==> config.mk <==
export PLATFORM = sky130hd
export DESIGN_NAME = ysyx_22051013_stage_skid_reg
export DESIGN_NICKNAME = d
export VERILOG_FILES = /design/src/rtl/ysyx_22051013_stage_skid_reg_pkg.sv /design/src/rtl/ysyx_22051013_sat_cnt.sv /design/src/rtl/ysyx_22051013_stage_skid_reg.sv
export SDC_FILE = /design/constraint.sdc
export NUM_CORES = 1
export LEC_CHECK = 0
export CORE_MARGIN = 2
export CORE_UTILIZATION = 50
export DETAILED_ROUTE_END_ITERATION = 16
export MAX_ROUTING_LAYER = met4
export PLACE_DENSITY = 0.8
export SYNTH_ARGS = -nofsm -noshare
export SYNTH_HDL_FRONTEND = slang
export SYNTH_SLANG_ARGS = --single-unit
==> constraint.sdc <==
create_clock -name clk -period 2.5 [get_ports clk]
set_clock_uncertainty 0.05 [all_clocks]
set_input_delay 0.5 -clock clk [delete_from_list [all_inputs] [get_ports clk]]
set_output_delay 0.5 -clock clk [all_outputs]
set_load 0.02 [all_outputs]
==> src/rtl/ysyx_22051013_stage_skid_reg_pkg.sv <==
// ysyx_22051013_stage_skid_reg_pkg: occupancy-coded states shared by the stage register and its wrappers
package ysyx_22051013_stage_skid_reg_pkg;
  typedef enum logic [1:0] {
    SKR_EMPTY = 2'd0,
    SKR_ONE   = 2'd1,
    SKR_TWO   = 2'd2
  } skr_state_e;
endpackage

==> src/rtl/ysyx_22051013_sat_cnt.sv <==
// ysyx_22051013_sat_cnt: saturating perf counter with increment and clear (clear wins)
module ysyx_22051013_sat_cnt #(
  parameter int W = 32
) (
  input  logic         clk,
  input  logic         rst,
  input  logic         inc,
  input  logic         clr,
  output logic [W-1:0] cnt
);
  logic [W-1:0] cnt_q, cnt_d;
  always_comb cnt_d = clr ? '0 : (inc && !(&cnt_q)) ? cnt_q + W'(1) : cnt_q;
  always_ff @(posedge clk or negedge rst)
    if (!rst) cnt_q <= '0;
    else      cnt_q <= cnt_d;
  assign cnt = cnt_q;
endmodule

==> src/rtl/ysyx_22051013_stage_skid_reg.sv <==
// ysyx_22051013_stage_skid_reg: valid/ready pipeline stage register with optional 2-entry skid buffer
module ysyx_22051013_stage_skid_reg
  import ysyx_22051013_stage_skid_reg_pkg::*;
#(
  parameter int DW       = 256,
  parameter bit SKID     = 1'b1,
  parameter bit CLR_DATA = 1'b1,
  parameter int CNT_W    = 32
) (
  input  logic             clk,
  input  logic             rst,
  input  logic             in_valid,
  output logic             in_ready,
  input  logic [DW-1:0]    in_data,
  output logic             out_valid,
  input  logic             out_ready,
  output logic [DW-1:0]    out_data,
  input  logic             flush,
  output logic [1:0]       occupancy,
  output logic [CNT_W-1:0] stall_cnt,
  input  logic             clr_cnt
);
  skr_state_e    state_q, state_d;
  logic [DW-1:0] main_q, main_d, skid_q, skid_d;
  logic          in_ready_q, in_ready_d, in_fire, out_fire;
  assign out_valid = state_q != SKR_EMPTY;
  assign in_ready  = SKID ? in_ready_q : (!out_valid || out_ready);
  assign in_fire   = in_valid && in_ready;
  assign out_fire  = out_valid && out_ready;
  assign out_data  = main_q;
  assign occupancy = state_q;
  always_comb begin
    state_d = state_q;
    main_d  = main_q;
    skid_d  = skid_q;
    if (flush) begin
      state_d = SKR_EMPTY;
      main_d  = CLR_DATA ? '0 : main_q;
      skid_d  = CLR_DATA ? '0 : skid_q;
    end else begin
      unique case (state_q)
        SKR_EMPTY: if (in_fire) begin
          state_d = SKR_ONE;
          main_d  = in_data;
        end
        SKR_ONE: if (in_fire && out_fire) main_d = in_data;
          else if (in_fire) begin
            state_d = SKR_TWO;
            skid_d  = in_data;
          end else if (out_fire) state_d = SKR_EMPTY;
        SKR_TWO: if (out_fire) begin
          state_d = SKR_ONE;
          main_d  = skid_q;
        end
        default: state_d = SKR_EMPTY;
      endcase
    end
    in_ready_d = state_d != SKR_TWO;
  end
  always_ff @(posedge clk or negedge rst)
    if (!rst) begin
      state_q    <= SKR_EMPTY;
      main_q     <= '0;
      skid_q     <= '0;
      in_ready_q <= 1'b1;
    end else begin
      state_q    <= state_d;
      main_q     <= main_d;
      skid_q     <= skid_d;
      in_ready_q <= in_ready_d;
    end
  ysyx_22051013_sat_cnt #(.W(CNT_W)) u_stall_cnt (
    .clk (clk),
    .rst (rst),
    .inc (out_valid && !out_ready),
    .clr (clr_cnt),
    .cnt (stall_cnt)
  );
endmodule

==> Yosys cells after proc, flatten, opt, wreduce, memory -nomap -nowiden <==
Cells that the tools add are included.
{ "totals": {"reg_bits": 547, "latchBits": 0, "ramBits": 0, "romBits": 0, "in_bits": 262, "elab_cells": 46, "n_memories": 0} }
{ "classes": {"add_sub_neg": 1, "multipliers": 0, "n_div": 0, "magnitude_cmp": 0, "n_eq_ne": 7, "shifts": 0, "n_mux": 17, "bitwise": 0, "reduce_logical": 16} }
{ "op_table": {"columns": ["op", "n"], "rows": [
  ["$mux 256", 7],
  ["$pmux 256 s3", 1],
  ["$mux 32", 2],
  ["$add 32x1->32 const B", 1],
  ["$reduce_and 32->1", 1],
  ["$mux 2", 6],
  ["$ne 3x3->1 const B", 3],
  ["$reduce_bool 2->1", 4],
  ["$pmux 2 s3", 1],
  ["$logic_and 1x1->1", 5],
  ["$ne 2x2->1 const B", 2],
  ["$reduce_and 4->1", 1],
  ["$reduce_bool 4->1", 1],
  ["$reduce_and 3->1", 1],
  ["$eq 2x1->1 const B", 1],
  ["$eq 2x2->1 const B", 1],
  ["$logic_not 1->1", 2],
  ["$logic_not 2->1", 1]
]} }

==> Longest topological paths before layout <==
Gate-level depths: netlist (run 1).
{ "logic_depth": {"ltp_word": 8, "depth_mapped": 7, "mapped_depth_nobuf": 6} }

==> By module <==
A second synthesis (run 1) with hierarchy kept.
{ "unflattened": {"cells_unflattened": 1916, "area_unflattened_um2": 23289.8} }
{ "by_module_without_submodules": {"columns": ["mod", "n_inst", "cells_per_inst", "area_per_inst_um2", "seq_area_each_um2"], "rows": [
  ["ysyx_22051013_stage_skid_reg", 1, 1726, 21424.3, 12888.6],
  ["ysyx_22051013_sat_cnt", 1, 190, 1865.5, 800.8]
]} }

==> Worst setup path before layout (run 1) <==
Ideal clock, no wire load.
{ "synth_path": {"path_type": "flip-flop to flip-flop", "from": "reg u_stall_cnt.cnt_q[4] (netlist: u_stall_cnt.cnt[4])", "to": "reg u_stall_cnt.cnt_q[0] (netlist: u_stall_cnt.cnt[0])", "t_arrival_ps": 1910, "required_time_ps": 2325, "path_slack_ps": 415, "path_stages_with_launch": 7, "period_less_slack_ps": 2085, "cell_sequence": "dfrtp_1 -> nand4_4 -> or3_4 -> nor4_4 -> buf_6 -> nor2_2 -> mux2_4"} }
{ "synth_between": {"elab_chain_len": 4} }
{ "synth_rtl": {"columns": ["item", "line", "source"], "rows": [
  ["from (decl)", "ysyx_22051013_sat_cnt.sv:11", "logic [W-1:0] cnt_q, cnt_d;"],
  ["from (signal assigned)", "ysyx_22051013_sat_cnt.sv:15", "else cnt_q <= cnt_d;"],
  ["$reduce_and 32->1", "ysyx_22051013_sat_cnt.sv:12", "always_comb cnt_d = clr ? '0 : (inc && !(&cnt_q)) ? cnt_q + W'(1) : cnt_q;"],
  ["$logic_not 1->1", "ysyx_22051013_sat_cnt.sv:12", null],
  ["$logic_and 1x1->1", "ysyx_22051013_sat_cnt.sv:12", null],
  ["$reduce_bool 2->1 (no line)", null, null]
]} }
Every way passes these cells.
A chain may end at the register's enable or synchronous reset.

==> Final worst setup path (run 1) <==
{ "layout_path": {"from": "reg state_q[1] (netlist: occupancy[1])", "to": "out occupancy[1]"} }
{ "layout_lines": {"columns": ["item", "line", "source"], "rows": [
  ["from (decl)", "ysyx_22051013_stage_skid_reg.sv:23", "skr_state_e state_q, state_d;"],
  ["from (signal assigned)", "ysyx_22051013_stage_skid_reg.sv:67", "state_q <= state_d;"],
  ["to (decl)", "ysyx_22051013_stage_skid_reg.sv:19", "output logic [1:0] occupancy,"]
]} }
No word-level cell between the ends.

==> flow_summary.ini, run 1 <==
[floorplanning]
start_util = 0.503
die_y_um = 220
num_io_pins = 554
core_area_um2 = 46300
die_w_um = 220
rows = 79
dieArea_um2 = 48300

[setup_path]
critical_path_depth = 1
cp_data_arrival_time_ps = 1820
setup.worst_path.start = occupancy[1]$_DFF_PN0_
worst-path-buf-inv = 1
rrSetupSlack_ps = 340
crit_path_end = occupancy[1]
end_kind = output pin
timing.rr.end = u_stall_cnt.cnt[15]$_DFFE_PN0P_
path_class = reg2out
cp_slowest_cell = clkdlybuf4s50_1
reg2reg_depth = 5
start_kind = flop
cp_data_required_time_ps = 1950
rr_startpoint = u_stall_cnt.cnt[24]$_DFFE_PN0P_
cp_max_fo = 10
path_cells = clkdlybuf4s50_1
cpPeakStageDelay_ps = 670
crit_family = buffers and inverters

[detailed_routing]
vias_per_cell = 6.02
drcViolationCount = 0
ant_nets = 0
drt_iter0_markers = 1651
routed_wl_um = 70700
vias = 18800
drt_first_pass_iters = 5
detail_route.wl_per_cell_um = 22.7

[cells_and_area]
final_nets = 2721
multi_input_area_um2 = 8790
fillers = 3270
seqCellArea_um2 = 13700
final_common_cell = clkdlybuf4s50_1
fin_util = 0.694
area_growth_pct = 37.9
layout_common_cells = clkdlybuf4s50_1, dfrtp_1, nand2_1
fin_area_um2 = 32100
drive_gt1_frac = 0.0859

[yosys]
synth_seq_cells = 547
synthFlopType = dfrtp_1
syn_area_um2 = 23300
ys_seq_area_frac = 0.588
synthesis.nets = 2188
synth-edff-count = 0
ys_types = 45
yosys_warnings = 0
synth_cells = 1925
avgSynthCellArea_um2 = 12.1
synthArstFlopShare = 1.00

[job]
drv_cap = 0

[power]
cellLeakagePower_nw = 13.4
pwr_density_cell_nw_per_um2 = 681
peakVddDrop_v = 0.000670

[clocking]
cts_max_path_buffers = 3
htreeDepth = 2
cts_made_buffers = 56
clk_latency_ps = 610
cts_tree = done
post_cts_buffers = 0
cts_sinks = 547
cts.clk_slew.worst_paths_ps = 60
cts_root_buffer = clkbuf_16

[placement]
port_buffers = 553
hpwl_um = 48300
gp_congestion = 0.914
post_dp_cell_area_um2 = 30100
preCtsSetupSlack_ps = -40.1

[timing]
relSlewSlack = 0.481
min_period_over_period = 0.949
fmax_ghz = 0.422
fin_setup_tns_ps = 0
whs_ps = 305
rsz0062_at_grt = false
worst_slack_ps = 128
drv_slew = 0
hold_viol = 0
period_minus_slack_ps = 2370
tightestPinTransition_ps = 778
setup_viol = 0

[grt]
overflow = 0
antenna_found_initial = 7
grt_start_max_net_pins = 138
grt_pass1_wl_um = 109000
first_global_vias = 19400
grt_usage = 0.296

[run_status]
status = completed

[hold_path]
hp-class = in2reg
hold_depth = 2
==> flip-flops by register name (all words and copies together) (netlist names) <==
name / flops
in_ready: 1
out_data: 256
u_stall_cnt.cnt: 32
skid_q: 256
occupancy: 2
==> repair_timing <==
action                     in CTS  in global routing
hold buffers                    1                  0
setup endpoints to repair       2                  0
resized for setup               3                  0
hold endpoints to repair       30                  0
==> area by class of cell <==
cell class,count,area share
Inverter,4,0.000468
Antenna cell,9,0.000702
Multi-Input combinational cell,1195,0.274
Clock inverter,28,0.00986
Timing Repair Buffer,654,0.214
Sequential cell,547,0.427
Tap cell,607,0.0237
Clock buffer,76,0.0504
==> kinds of logic after synthesis <==
family / after synthesis / synth area share
AOI/OAI and AO/OA: 577 / 0.195
DFF: 547 / 0.588
and+or+nand+nor: 355 / 0.0676
muxes: 259 / 0.112
buffers and inverters: 183 / 0.0355
xor gates and xnor gates: 3 / 0.00113
adders and majority gates: 1 / 0.000538
==> synth_stat cells, drive strengths merged, types with 2 or more instances <==
| master | number | area, um^2 |
|---|---|---|
| buf | 108 | 546 |
| nor2 | 10 | 40.0 |
| mux2i | 257 | 2570 |
| nand4 | 8 | 65.1 |
| mux2 | 2 | 26.3 |
| nor2b | 6 | 37.5 |
| inv | 4 | 15.0 |
| nand2 | 272 | 1020 |
| and4 | 5 | 43.8 |
| dfrtp | 546 | 13700 |
| o211ai | 2 | 15.0 |
| a21oi | 29 | 145 |
| or3 | 24 | 155 |
| nor4 | 2 | 27.5 |
| nand3 | 13 | 65.1 |
| clkbuf | 71 | 267 |
| and2 | 3 | 18.8 |
| o311ai | 2 | 17.5 |
| or4 | 4 | 30.0 |
| nor3 | 2 | 21.3 |
| a22o | 256 | 2240 |
| and3 | 2 | 12.5 |
| or2 | 2 | 12.5 |
| o31ai | 261 | 1960 |
| o21ai | 23 | 115 |
| xor2 | 2 | 17.5 |
==> worst min-delay path by stage <==
| stage | endpoint | slack, ps | from |
|---|---|---|---|
| floorplan | occupancy[0]$_DFF_PN0_ | 150 | rst |
| global placement | skid_q[233]$_DFFE_PN0P_ | 390 | rst |
| detailed placement | skid_q[228]$_DFFE_PN0P_ | 400 | rst |
| CTS | occupancy[0]$_DFF_PN0_ | 250 | flush |
| global route | occupancy[0]$_DFF_PN0_ | 300 | flush |
| finish | occupancy[0]$_DFF_PN0_ | 300 | flush |
==> report_power, final <==
group | total, mW | internal [mW] | switching (mW) | leakage, nW
clock | 8.73 | 5.16 | 3.58 | 0.952
combinational | 3.42 | 1.60 | 1.83 | 5.10
sequential | 9.69 | 9.35 | 0.342 | 7.36
==> layer usage <==
| metal | vias to the layer above | routed length (um) | track usage |
|---|---|---|---|
| met3 | 202 | 5490 | 0.0708 |
| met5 | - | 0 | - |
| met1 | 9514 | 27900 | 0.364 |
| met4 | 0 | 3530 | 0.149 |
| met2 | 809 | 33700 | 0.460 |
| li1 | 8255 | - | - |
==> stage by stage <==
| stage | power (mW) | cells |
|---|---|---|
| final | 21.8 | 3120 |
| after global routing | 22.6 | 3118 |
| after CTS | 22.0 | 3111 |
| after detailed placement | 13.2 | 3006 |
| after global placement | 13.2 | 3006 |
| after floorplan | 11.2 | 1925 |
Power figures use the tool's default switching activity.
==> inputs of run 2 (changes only) <==
--- a/config.mk
+++ b/config.mk
@@ -5,6 +5,7 @@
 export SDC_FILE = /design/constraint.sdc
 export NUM_CORES = 1
 export LEC_CHECK = 0
+export CAP_MARGIN = 20
 export CORE_MARGIN = 2
 export CORE_UTILIZATION = 50
 export DETAILED_ROUTE_END_ITERATION = 16
==> results of run 2 <==
Final layout, timing and power as in run 1 (identical DEF).
==> inputs of run 3 (changes only) <==
--- a/config.mk
+++ b/config.mk
@@ -6,7 +6,7 @@
 export NUM_CORES = 1
 export LEC_CHECK = 0
 export CAP_MARGIN = 20
-export CORE_MARGIN = 2
+export CORE_MARGIN = 3
 export CORE_UTILIZATION = 50
 export DETAILED_ROUTE_END_ITERATION = 16
 export MAX_ROUTING_LAYER = met4
==> run 3 against run 2 <==
Against the previous run:
- critical path depth stayed put
- routed wire length is 0.76% higher
- critical endpoint unchanged
- count of clock-buffer cells in the layout is 2 higher
- utilization is 0.42 points higher
- final area is 0.66% lower
- sequential power hardly changed
- die area is 1.8% higher
- sequential share of layout area is 0.28 points higher
- power is 1.1% lower
- clock power is 2% lower
- non-clock buffer count is 9 lower
- sequential cell count stayed put
==> flow_summary.ini, run 3 (synthesis gave the netlist of run 1 again) <==
[clocking]
cts_tree = done
htreeDepth = 2
cts_made_buffers = 55
cts.clk_slew.worst_paths_ps = 60
cts_sinks = 547
clk_latency_ps = 590
cts_root_buffer = clkbuf_16
cts_max_path_buffers = 3
post_cts_buffers = 0

[cells_and_area]
seqCellArea_um2 = 13700
final_common_cell = clkdlybuf4s50_1
area_growth_pct = 37.0
layout_common_cells = clkdlybuf4s50_1, dfrtp_1, nand2_1
final_nets = 2711
drive_gt1_frac = 0.0779
fillers = 3183
multi_input_area_um2 = 8790

[timing]
hold_viol = 0
tightestPinTransition_ps = 839
fin_setup_tns_ps = 0
drv_slew = 0
rsz0062_at_grt = false
setup_viol = 0
min_period_over_period = 0.952
period_minus_slack_ps = 2380
fmax_ghz = 0.420
relSlewSlack = 0.441

[detailed_routing]
drt_iter0_markers = 1370
vias_per_cell = 5.97
drcViolationCount = 0
ant_nets = 0
routed_wl_um = 71200
vias = 18600
detail_route.wl_per_cell_um = 22.9
drt_first_pass_iters = 5

[setup_path]
rrSetupSlack_ps = 350
cpPeakStageDelay_ps = 720
crit_family = buffers and inverters
worst-path-buf-inv = 1
cp_data_arrival_time_ps = 1830
cp_max_fo = 10
path_class = reg2out
start_kind = flop
cp_slowest_cell = clkdlybuf4s50_1
end_kind = output pin
cp_data_required_time_ps = 1950
path_cells = clkdlybuf4s50_1

[placement]
hpwl_um = 49000
port_buffers = 553
gp_congestion = 0.874

[power]
p_int_mw = 16.0
power_frac_seq = 0.449
clkPwrFrac = 0.395
peakVddDrop_v = 0.000602
pwr_density_cell_nw_per_um2 = 678
power.switching_mw = 5.63
sw_frac_of_total = 0.261
cellLeakagePower_nw = 13.3
combPwrFrac = 0.156
total_power_mw = 21.6

[grt]
antenna_found_initial = 17
overflow = 0
grt_pass1_wl_um = 112000
first_global_vias = 19400
grt_start_max_net_pins = 163
grt_usage = 0.292

[floorplanning]
dieArea_um2 = 49200
num_io_pins = 554
die_w_um = 222
rows = 78
die_y_um = 222
core_area_um2 = 45700
start_util = 0.510

[hold_path]
hp-class = in2reg

[run_status]
status = completed

[job]
drv_cap = 0
[run 3: cell types whose count changed in the layout (fill, tap and decap cells not counted), moves of 6 or more]
cell | before | now
buf_12 | 46 | 39
clkbuf_1 | 7 | 13
clkinv_2 | 14 | 7
diode_2 | 9 | 17
[run 3: what timing repair did]
action | CTS | global route
endpoints found under the hold margin | 35 | 0
hold buffers | 1 | 0
setup endpoints to repair | 2 | 1
gates resized for setup | 2 | 1
[run 3: worst register-to-register path, stage by stage (launching register included)]
cell,delay [ps]
dfrtp_1,470
and4_1,320
nand4_1,260
o31ai_1,630
o21ai_0,190
a21oi_1,150
[run 3: worst paths after layout]
path                                                       from                              to  depth (start not counted)
min in group asynchronous                                   rst         out_data[4]$_DFFE_PN0P_                          2
max in group asynchronous                                   rst         skid_q[155]$_DFFE_PN0P_                          3
worst max-delay path                     occupancy[1]$_DFF_PN0_                    occupancy[1]                          1
worst min-delay path                                      flush       out_data[202]$_DFFE_PN0P_                          2
worst max register to register  u_stall_cnt.cnt[18]$_DFFE_PN0P_  u_stall_cnt.cnt[8]$_DFFE_PN0P_                          5
worst min register to register         out_data[82]$_DFFE_PN0P_        out_data[82]$_DFFE_PN0P_                          2
[run 3: cell type report]
class                           count  share of cell area
Multi-Input combinational cell   1195               0.276
Sequential cell                   547               0.429
Tap cell                          600              0.0235
Clock buffer                       78              0.0490
Antenna cell                       17             0.00133
Clock inverter                     21             0.00946
Inverter                            4            0.000471
Timing Repair Buffer              645               0.211
[run 3: stage by stage]
| stage | setup slack [ps] | cell area, um^2 | instances | utilization | hold slack [ps] |
|---|---|---|---|---|---|
| final | 120 | 31900 | 3107 | 0.698 | 329 |
| after global routing | 49.6 | 31900 | 3107 | 0.698 | 325 |
| after CTS | 6.69 | 31800 | 3090 | 0.697 | 296 |
| after detailed placement | -17.5 | 30000 | 2990 | 0.656 | 381 |
| after global placement | 45.5 | 30000 | 2990 | 0.656 | 379 |
| after floorplan | 415 | 23300 | 1925 | - | 154 |
[run 3: routing by layer]
metal | vias to the layer above | GRT usage | routed length (um)
met4 | 0 | 0.113 | 2780
met5 | - | - | 0
li1 | 8234 | - | -
met3 | 142 | 0.0659 | 5420
met2 | 707 | 0.468 | 34900
met1 | 9474 | 0.364 | 28100
[run 3: power by group through the flow]
| stage | logic (mW) | clock network, mW | registers, mW |
|---|---|---|---|
| 5_1_grt | 3.58 | 9.06 | 9.74 |
| 3_5_place_dp | 3.38 | 0 | 9.83 |
| 3_3_place_gp | 3.30 | 0 | 9.82 |
| 2_1_floorplan | 0.972 | 0 | 10.2 |
| 6_report | 3.37 | 8.54 | 9.69 |
| 4_1_cts | 3.39 | 8.66 | 9.69 |
